`config.mk`:
```
export PLATFORM = sky130hd
export DESIGN_NAME = branch_update_unit
export DESIGN_NICKNAME = d
export VERILOG_FILES = /design/src/rtl/branch_update_unit.sv
export SDC_FILE = /design/constraint.sdc
export NUM_CORES = 1
export LEC_CHECK = 0
export BUFFER_PORTS_ARGS = -buffer_cell sky130_fd_sc_hd__buf_2
export CAP_MARGIN = 20
export CORE_UTILIZATION = 30
export CTS_CLUSTER_SIZE = 40
export DETAILED_ROUTE_END_ITERATION = 7
export HOLD_SLACK_MARGIN = 0.02
export SETUP_SLACK_MARGIN = 0.3
export SLEW_MARGIN = 10
export SYNTH_ARGS = -nofsm -noshare
export SYNTH_HDL_FRONTEND = slang
export SYNTH_SLANG_ARGS = --single-unit
```
`constraint.sdc`:
```
create_clock -name clk -period 8.5 [get_ports clk]
set_input_delay 1.275 -clock clk [delete_from_list [all_inputs] [get_ports clk]]
set_output_delay 1.275 -clock clk [all_outputs]
set_load 0.05 [all_outputs]
```
`src/rtl/branch_update_unit.sv`:
```
// ============================================================================
// branch_update_unit
//
// Purpose
//   Owns the gshare branch predictor state. It takes the resolved-branch
//   record from the EX->R branch register and trains a pattern history table
//   (PHT) of 2-bit saturating counters and a direct-mapped branch target
//   buffer (BTB). It answers the fetch-side lookup combinationally. When a
//   branch was mispredicted it raises a one-cycle registered flush/redirect
//   towards fetch and the ROB, and it restores the speculative global history
//   register (GHR).
//
// Ports
//   clk               clock, rising edge
//   rst               asynchronous reset, active low
//   update_signal_R   resolved-branch record valid this cycle
//   prediction_R      direction predicted at fetch
//   actual_outcome_R  resolved direction (1 = taken)
//   ghr_R             GHR snapshot taken when the branch was fetched
//   tag_R             ROB tag of the resolving branch
//   next_addr_R       resolved taken target
//   b_addr_R          branch instruction address
//   f_valid           fetch lookup valid
//   f_pc              fetch address
//   f_pred_taken      predicted taken (combinational)
//   f_target          predicted next fetch address (combinational)
//   f_ghr             current speculative GHR, travels with the branch
//   flush             registered one-cycle misprediction pulse
//   flush_tag         ROB tag of the mispredicted branch
//   redirect_addr     correct fetch address after a misprediction
//
// Optional build macro
//   BR_UPD_STATS_EN   adds saturating 16-bit counters stat_updates and
//                     stat_mispred as extra output ports.
// ============================================================================
module branch_update_unit #(
    parameter int GHR_W   = 5,
    parameter int ADDR_W  = 8,
    parameter int TAG_W   = 5,
    parameter int BTB_IDX = 3
) (
    input  logic              clk,
    input  logic              rst,
    input  logic              update_signal_R,
    input  logic              prediction_R,
    input  logic              actual_outcome_R,
    input  logic [GHR_W-1:0]  ghr_R,
    input  logic [TAG_W-1:0]  tag_R,
    input  logic [ADDR_W-1:0] next_addr_R,
    input  logic [ADDR_W-1:0] b_addr_R,
    input  logic              f_valid,
    input  logic [ADDR_W-1:0] f_pc,
    output logic              f_pred_taken,
    output logic [ADDR_W-1:0] f_target,
    output logic [GHR_W-1:0]  f_ghr,
    output logic              flush,
    output logic [TAG_W-1:0]  flush_tag,
    output logic [ADDR_W-1:0] redirect_addr
`ifdef BR_UPD_STATS_EN
    ,
    output logic [15:0]       stat_updates,
    output logic [15:0]       stat_mispred
`endif
);

    localparam int PHT_DEPTH = 2 ** GHR_W;
    localparam int BTB_DEPTH = 2 ** BTB_IDX;
    localparam int BTB_TAG_W = ADDR_W - BTB_IDX;

    // Predictor storage
    logic [1:0]           pht        [PHT_DEPTH];
    logic                 btb_valid  [BTB_DEPTH];
    logic [BTB_TAG_W-1:0] btb_tag    [BTB_DEPTH];
    logic [ADDR_W-1:0]    btb_target [BTB_DEPTH];

    logic [GHR_W-1:0]     ghr_spec;

    // Lookup-side decode
    logic [GHR_W-1:0]     pidx;
    logic [BTB_IDX-1:0]   f_btb_idx;
    logic [BTB_TAG_W-1:0] f_btb_tag;
    logic                 f_hit;

    // Update-side decode
    logic [GHR_W-1:0]     uidx;
    logic [BTB_IDX-1:0]   u_btb_idx;
    logic [BTB_TAG_W-1:0] u_btb_tag;
    logic                 mis;

    assign f_ghr = ghr_spec;

    // Fetch lookup. Tables are read as they stand before the clock edge, so
    // an update becomes visible to fetch one cycle after it is written.
    // A BTB miss means fetch simply falls through to the next address.
    always_comb begin
        pidx         = ghr_spec ^ f_pc[GHR_W-1:0];
        f_btb_idx    = f_pc[BTB_IDX-1:0];
        f_btb_tag    = f_pc[ADDR_W-1:BTB_IDX];
        f_hit        = btb_valid[f_btb_idx] && (btb_tag[f_btb_idx] == f_btb_tag);
        f_pred_taken = f_hit & pht[pidx][1];
        f_target     = f_hit ? btb_target[f_btb_idx] : f_pc + ADDR_W'(1);
    end

    // Update-side decode. The PHT index is rebuilt from the history the
    // branch carried from fetch, not the current speculative history.
    always_comb begin
        uidx      = ghr_R ^ b_addr_R[GHR_W-1:0];
        u_btb_idx = b_addr_R[BTB_IDX-1:0];
        u_btb_tag = b_addr_R[ADDR_W-1:BTB_IDX];
        mis       = update_signal_R && (prediction_R != actual_outcome_R);
    end

    // PHT training: 2-bit saturating counters, weakly not-taken out of reset.
    always_ff @(posedge clk or negedge rst) begin
        if (!rst) begin
            for (int i = 0; i < PHT_DEPTH; i++) begin
                pht[i] <= 2'b01;
            end
        end else if (update_signal_R) begin
            if (actual_outcome_R) begin
                if (pht[uidx] != 2'b11) begin
                    pht[uidx] <= pht[uidx] + 2'b01;
                end
            end else begin
                if (pht[uidx] != 2'b00) begin
                    pht[uidx] <= pht[uidx] - 2'b01;
                end
            end
        end
    end

    // BTB training: only taken branches allocate, and an allocation simply
    // replaces whatever entry shared the index. Not-taken branches leave the
    // BTB alone so a loop-exit does not evict the loop's target.
    always_ff @(posedge clk or negedge rst) begin
        if (!rst) begin
            for (int i = 0; i < BTB_DEPTH; i++) begin
                btb_valid[i]  <= 1'b0;
                btb_tag[i]    <= '0;
                btb_target[i] <= '0;
            end
        end else if (update_signal_R && actual_outcome_R) begin
            btb_valid[u_btb_idx]  <= 1'b1;
            btb_tag[u_btb_idx]    <= u_btb_tag;
            btb_target[u_btb_idx] <= next_addr_R;
        end
    end

    // Speculative history. A misprediction wins over the fetch-side shift
    // because the fetch in that same cycle is on the wrong path and is about
    // to be flushed; the history is rebuilt from the branch's own snapshot
    // plus its real outcome. Correctly predicted branches were already shifted
    // in at fetch time, so resolution leaves the history alone.
    always_ff @(posedge clk or negedge rst) begin
        if (!rst) begin
            ghr_spec <= '0;
        end else if (mis) begin
            ghr_spec <= {ghr_R[GHR_W-2:0], actual_outcome_R};
        end else if (f_valid && f_hit) begin
            ghr_spec <= {ghr_spec[GHR_W-2:0], f_pred_taken};
        end
    end

    // Flush / redirect. flush is a pulse that follows the resolving cycle by
    // one edge; tag and redirect address are held until the next misprediction
    // so consumers may sample them late. Not-taken recovery restarts fetch at
    // the instruction after the branch, wrapping at the top of the space.
    always_ff @(posedge clk or negedge rst) begin
        if (!rst) begin
            flush         <= 1'b0;
            flush_tag     <= '0;
            redirect_addr <= '0;
        end else begin
            flush <= mis;
            if (mis) begin
                flush_tag     <= tag_R;
                redirect_addr <= actual_outcome_R ? next_addr_R
                                                  : b_addr_R + ADDR_W'(1);
            end
        end
    end

`ifdef BR_UPD_STATS_EN
    // Event counters for performance analysis; they stick at all-ones rather
    // than wrapping so a long run never reports a misleadingly small count.
    always_ff @(posedge clk or negedge rst) begin
        if (!rst) begin
            stat_updates <= '0;
            stat_mispred <= '0;
        end else begin
            if (update_signal_R && (stat_updates != 16'hFFFF)) begin
                stat_updates <= stat_updates + 16'd1;
            end
            if (mis && (stat_mispred != 16'hFFFF)) begin
                stat_mispred <= stat_mispred + 16'd1;
            end
        end
    end
`endif

endmodule

```
==> results by group, run 1 <==
Synth
  – Syn nets: 763
  – Distinct cells, synth: 50
  – Ys flop type: dfrtp_1
  – Synth Instances: approximately 720
  – Synth area leader: dfrtp_1
  – Top cell type's share of synthesized area: ~42%
  – Async set-reset flop share out of synthesis: 100%
  – Ys Warns: 0
  – Sequential area share after synthesis: 50.1%
  – Seq cells post-synth: ~200
  – Syn_area_per_cell: around 14 um2
  – EDFF count, synth: 0
  – Post-Syn Area: 0.00982 mm2
  – Top cells by area, synth: dfrtp_1, mux2_2, mux4_2

Detailed routing
  – Antenna-violating nets left: 0
  – # DRC: 0
  – Vias/cell: a little under 5
  – Starting DRT DRC Count: approximately 360
  – DRT Pass-1 Iters: 4
  – Final WL: around 24,000 um
  – Routed WL per cell: approximately 20 um
  – Routed via count: about 6,000

Timing
  – Final number of setup-violating endpoints: 0
  – Achievable Freq: 0.180 GHz
  – Setup TNS: 0 ns
  – RSZ-0062 raised after global routing: false
  – Final Cycle Share: about two thirds
  – Final Slew Violations: 0
  – Worst slew pin tran: 0.932 ns
  – Minimum clock period: 5.56 ns
  – Worst slew margin: 37.9%
  – Clock Skew: around 0.012 ns
  – Hold Vio Cnt, Final: 0
  – WHS: between 0.4 and 0.5 ns

Final layout
  – Synthesis-to-finish area growth: 14.2%
  – Layout Cells excl Fill: around 1,200
  – Final nets: about 800
  – Layout cell share with drive strength beyond 1: between 40% and 50%
  – Highest-count cells in the layout ignoring fill and taps: mux2_2, dfrtp_1, buf_2
  – Fillers: around 3,200
  – Commonest non-fill, non-tap cell in the layout: mux2_2

Die
  – Die Wd: about 180 um
  – IO Pins: 68
  – Starting Density: 30.8%
  – Core Region: around 0.032 mm2
  – Chip Height: 183 um
  – Area of the die: between 0.03 and 0.04 mm2
  – Row Count: 65

CTS
  – Sink Count: ~200
  – Worst-Skew Late Latency: roughly 0.45 ns
  – Postcts setup bufs: 0
  – # resized after CTS: 0
  – Clk buf depth: 2
  – Depth of the CTS H-tree: 4
  – Clock buffer count from CTS: 17
  – Root buf cell: clkbuf_16
  – CTS clk-pin slew, worst paths: about 0.08 ns
  – CTS Hold Bufs: 0
  – CTS tree: built

Setup path
  – Startpoint Class: input port
  – Reg2reg setup slack: about 5.0 ns
  – Crit. End Element: output port
  – R2r worst-path depth: 10
  – Crit path DAT: between 4 and 5 ns
  – Reg-to-Reg End: pht[39]$_DFFE_PN0P_
  – Max Fanout on Critical Path: 14
  – Crit Path Class: in -> out
  – Critical Path RT: 7.22 ns

Global routing
  – Global-route usage over all layers: 15.6%
  – Grt total ovfl: 0
  – Initial antenna violation count: 2
  – Vias in the first global route: 6,479
  – First-pass GRT wire length: about 39,000 um
  – Largest net degree at the start of global routing: 80

Pwr
  – Total chip power: about 0.0032 W
  – VDD IR max: roughly 0.15 mV
  – Cell Pwr Density: roughly 280 mW/mm2
  – Leakage: ~4.8 nW

Place
  – GPL Wtd Cong: 0.838
  – Port Buf Inserts: 67
  – Final HPWL DP: around 16,000 um
  – Post-placement cell count: roughly 1,200

Min path
  – Min-delay worst type: reg -> reg
  – Hold endpoint: btb_valid[4]$_DFFE_PN0P_
  – WHS Path Cells: 1
  – Hold Startpoint: btb_valid[4]$_DFFE_PN0P_

Status
  – Status: completed

Job
  – Max-cap violations: 0
[cell usage after synthesis (all sizes together) (6+ instances only)]
library cell / count
and3: 6
dfrtp: 163
nor2: 63
a21oi: 13
or2: 7
o21ai: 10
xor2: 20
xnor2: 12
buf: 19
dfstp: 32
nand3: 8
mux2: 174
nand2: 54
mux4: 53
mux2i: 17
clkbuf: 26
[stage by stage]
stage	util [%]	area [um2]	setup slack [ns]
global placement	33.3	10600	2.99
floorplan	-	9820	3.47
detailed placement	33.3	10600	2.87
global route	35.2	11200	2.77
finish	35.2	11200	2.94
CTS	35.2	11200	2.90
[power by group]
| part | leakage, nW | switching [W] | internal [W] |
|---|---|---|---|
| combinational | 2.12 | 0.000454 | 0.000454 |
| clock | 0.283 | 0.000425 | 0.000398 |
| sequential | 2.35 | 0.000172 | 0.00126 |
| total | 4.75 | 0.00105 | 0.00211 |
[worst max-delay path, stage by stage]
cell,delay [ns]
buf_2,0.39
mux4_1,0.61
mux2i_1,0.17
xor2_1,0.22
nand4_2,0.27
nor2_4,0.35
mux4_2,0.56
o21bai_1,0.19
buf_2,0.23
[layout make-up]
type	count	area, um2	area share [%]
antenna	1	2.50	0.0223
clock buffer	17	425	3.79
clock inverter	15	180	1.61
inverter	4	15.0	0.134
multi-input combinational	475	4680	41.8
sequential	195	4920	43.9
tap	435	544	4.85
timing repair buffer	80	442	3.94
[cells by family (layout without fill, tap and decap cells)]
kind of cell / Yosys count / count (layout) / synth area share [%]
AND/OR/NAND/NOR: 157 / 157 / 7.15
XOR/XNOR: 32 / 32 / 3.31
flip-flops: 195 / 195 / 50.1
buffers and inverters: 49 / 116 / 2.37
other: 0 / 1 / 0
adder cells (fa/ha/maj): 4 / 4 / 0.510
multiplexers: 244 / 244 / 34.1
AO/OA/AOI/OAI: 38 / 38 / 2.43
[worst max-delay path by stage]
stage | depth (start not counted) | to | from | slack, ns
floorplan | 10 | f_target[4] | f_pc[0] | 3.47
global placement | 12 | pht[63]$_DFFE_PN0P_ | b_addr_R[0] | 2.99
detailed placement | 12 | pht[31]$_DFFE_PN0P_ | b_addr_R[0] | 2.87
CTS | 9 | f_target[3] | f_pc[0] | 2.90
global route | 9 | f_target[3] | f_pc[0] | 2.77
finish | 9 | f_target[3] | f_pc[0] | 2.94
[per-layer routing]
metal | GRT usage [%] | share of wire (%) | vias up
li1 | - | - | 2714
met1 | 21.4 | 44 | 3138
met2 | 24.2 | 48 | 147
met3 | 3.79 | 6.4 | 28
met4 | 4.63 | 1.6 | 2
met5 | 0 | 0.041 | -
Note: power is estimated with default switching activity, not from simulation.
==> inputs of run 2 (changes only) <==
==> constraint.sdc (replaced) <==
create_clock -name clk -period 4.85 [get_ports clk]
set_input_delay 0.7275 -clock clk [delete_from_list [all_inputs] [get_ports clk]]
set_output_delay 0.7275 -clock clk [all_outputs]
set_load 0.05 [all_outputs]
==> run 2 against run 1 <==
Effect of this change: combinational power is 78% higher; count of clock-buffer cells in the layout stayed put; setup slack worse by 2.3 ns; critical path depth is 1 higher; hold slack worse by 0.084 ns; clock skew is 0.0025 ns lower; core utilization is 0.43 points higher; clock power is 83% higher; non-clock buffer count is 9 higher; sequential power is 75% higher.
==> results by group, run 2 (same netlist as run 1, synthesis figures left out) <==
Final layout
  – Antenna cells: 0
  – Commonest non-fill, non-tap cell in the layout: mux2_2
  – Synthesis-to-finish area growth: 15.6%
  – Highest-count cells in the layout ignoring fill and taps: mux2_2, dfrtp_1, buf_2
  – Layout cell share with drive strength beyond 1: 49.1%
  – Fillers: between 3,000 and 4,000
  – Layout Cells excl Fill: ~1,200
  – Multi-input gate area: roughly 0.0047 mm2
  – Seq. cell area: 0.00492 mm2
  – Final nets: ~830

CTS
  – Depth of the CTS H-tree: 4
  – Worst-Skew Late Latency: ~0.45 ns
  – CTS clk-pin slew, worst paths: around 0.08 ns
  – Root buf cell: clkbuf_16
  – Clock buffer count from CTS: 17
  – Clk buf depth: 2
  – # resized after CTS: 0
  – Sink Count: 195
  – Postcts setup bufs: 0
  – CTS tree: built
  – CTS Hold Bufs: 0

Die
  – Starting Density: 30.8%
  – Row Count: 65
  – Core Region: between 0.03 and 0.04 mm2
  – Die Wd: about 180 um
  – Area of the die: about 0.033 mm2
  – Chip Height: 183 um
  – IO Pins: 68

Place
  – Port Buf Inserts: 67
  – GPL Wtd Cong: between 0.8 and 0.9
  – Final HPWL DP: between 15,000 and 20,000 um
  – Post-placement cell count: between 1,000 and 1,500

Timing
  – Setup TNS: 0 ns
  – Final Slew Violations: 0
  – Achievable Freq: approximately 0.24 GHz
  – Worst slew pin tran: about 1.0 ns
  – Clock Skew: around 0.01 ns
  – Final number of setup-violating endpoints: 0
  – Worst slew margin: between 30% and 40%
  – RSZ-0062 raised after global routing: false
  – Final Cycle Share: around 87%
  – Hold Vio Cnt, Final: 0
  – Minimum clock period: 4.20 ns

Pwr
  – VDD IR max: approximately 0.35 mV
  – Cell Pwr Density: 496 mW/mm2
  – Leakage: ~4.8 nW
  – Total chip power: roughly 0.0056 W

Detailed routing
  – Routed via count: 6,098
  – Starting DRT DRC Count: 390
  – Routed WL per cell: approximately 20 um
  – Met2 wire len: 11,400 um
  – Metal-1 WL: 11,300 um
  – Final WL: 24,400 um
  – Met3 wire length: about 1300 um
  – DR top layer: met5
  – Vias/cell: 4.96
  – DRT Pass-1 Iters: 4
  – # DRC: 0
  – Antenna-violating nets left: 0

Global routing
  – Vias in the first global route: approximately 6,300
  – Grt total ovfl: 0
  – First-pass GRT wire length: around 38,000 um
  – Initial antenna violation count: 1
  – Global-route usage over all layers: around 15%
  – Largest net degree at the start of global routing: 117

Setup path
  – Startpoint Class: input port
  – CP cell instances: buf_2 -> buf_12 -> mux4_1 -> mux2i_1 -> xor2_1 -> nand4_2 -> nor2_4 -> mux4_2 -> o21bai_1 -> buf_2
  – Crit path top cell by count: buf_2
  – Slowest cell on crit path: mux4_1
  – Max Fanout on Critical Path: 12
  – Critical Path RT: 4.12 ns
  – Crit path largest cell delay: approximately 0.55 ns
  – Crit Path Class: in -> out
  – Crit. End Element: output port
  – Crit path DAT: around 3.5 ns

Min path
  – Min-delay worst type: in -> async

Job
  – Max-cap violations: 0

Status
  – Status: completed
-- run 2: cell count changes in the layout (fill, tap and decap cells not counted), sizes merged --
cell	delta
buf	+9
bufinv	+1
clkinv	+3
clkinvlp	-3
diode	-1
inv	-1
-- run 2: metal layers --
metal | global-route usage [%] | up-vias
met1 | 21.8 | 3208
met3 | 2.72 | 24
met5 | 0 | -
met4 | 4.67 | 2
li1 | - | 2733
met2 | 23.5 | 131
-- run 2: power breakdown --
part	internal, W	switching, W	total, W
Sequential	0.00220	0.000298	0.00250
Clock	0.000760	0.000748	0.00151
Combinational	0.000810	0.000808	0.00162
-- run 2: path summary, 6_finish.rpt --
path                                     startpoint                        to  slack (ns)  depth (start not counted)
hold / removal                                  rst       pht[45]$_DFFE_PN0P_        0.39                          1
setup reg to reg                pht[49]$_DFFE_PN0P_        pht[7]$_DFFE_PN0P_        1.60                         10
setup / recovery                            f_pc[0]               f_target[3]        0.65                         10
min in group clk                           tag_R[3]  flush_tag[3]$_DFFE_PN0P_        0.46                          3
hold reg to reg            btb_valid[6]$_DFFE_PN0P_  btb_valid[6]$_DFFE_PN0P_        0.47                          1
max in group asynchronous                       rst                 async pin        3.41                          2
-- run 2: layout make-up --
type                    instances  area share [%]
inverters                       4           0.132
flip-flops and latches        195            43.3
repair buffers                 89            4.71
multi-input cells             475            41.3
clock buffers                  17            3.75
clock inverters                15            2.01
well taps                     435            4.79
-- run 2: through the flow --
stage	util [%]	area [um2]	hold WS, ns	worst slack (ns)
global placement	33.6	10700	0.448	0.484
CTS	35.6	11400	0.439	0.635
global route	35.6	11400	0.455	0.496
detailed placement	33.6	10700	0.451	0.406
finish	35.6	11400	0.387	0.646
floorplan	-	9820	0.429	0.636
-- run 2: critical path, delay by kind of cell --
kind / cells / cell delay, ns
buf+inv: 3 / 0.69
simple gates: 2 / 0.42
compound gates: 1 / 0.19
xor+xnor: 1 / 0.19
mux: 3 / 1.24
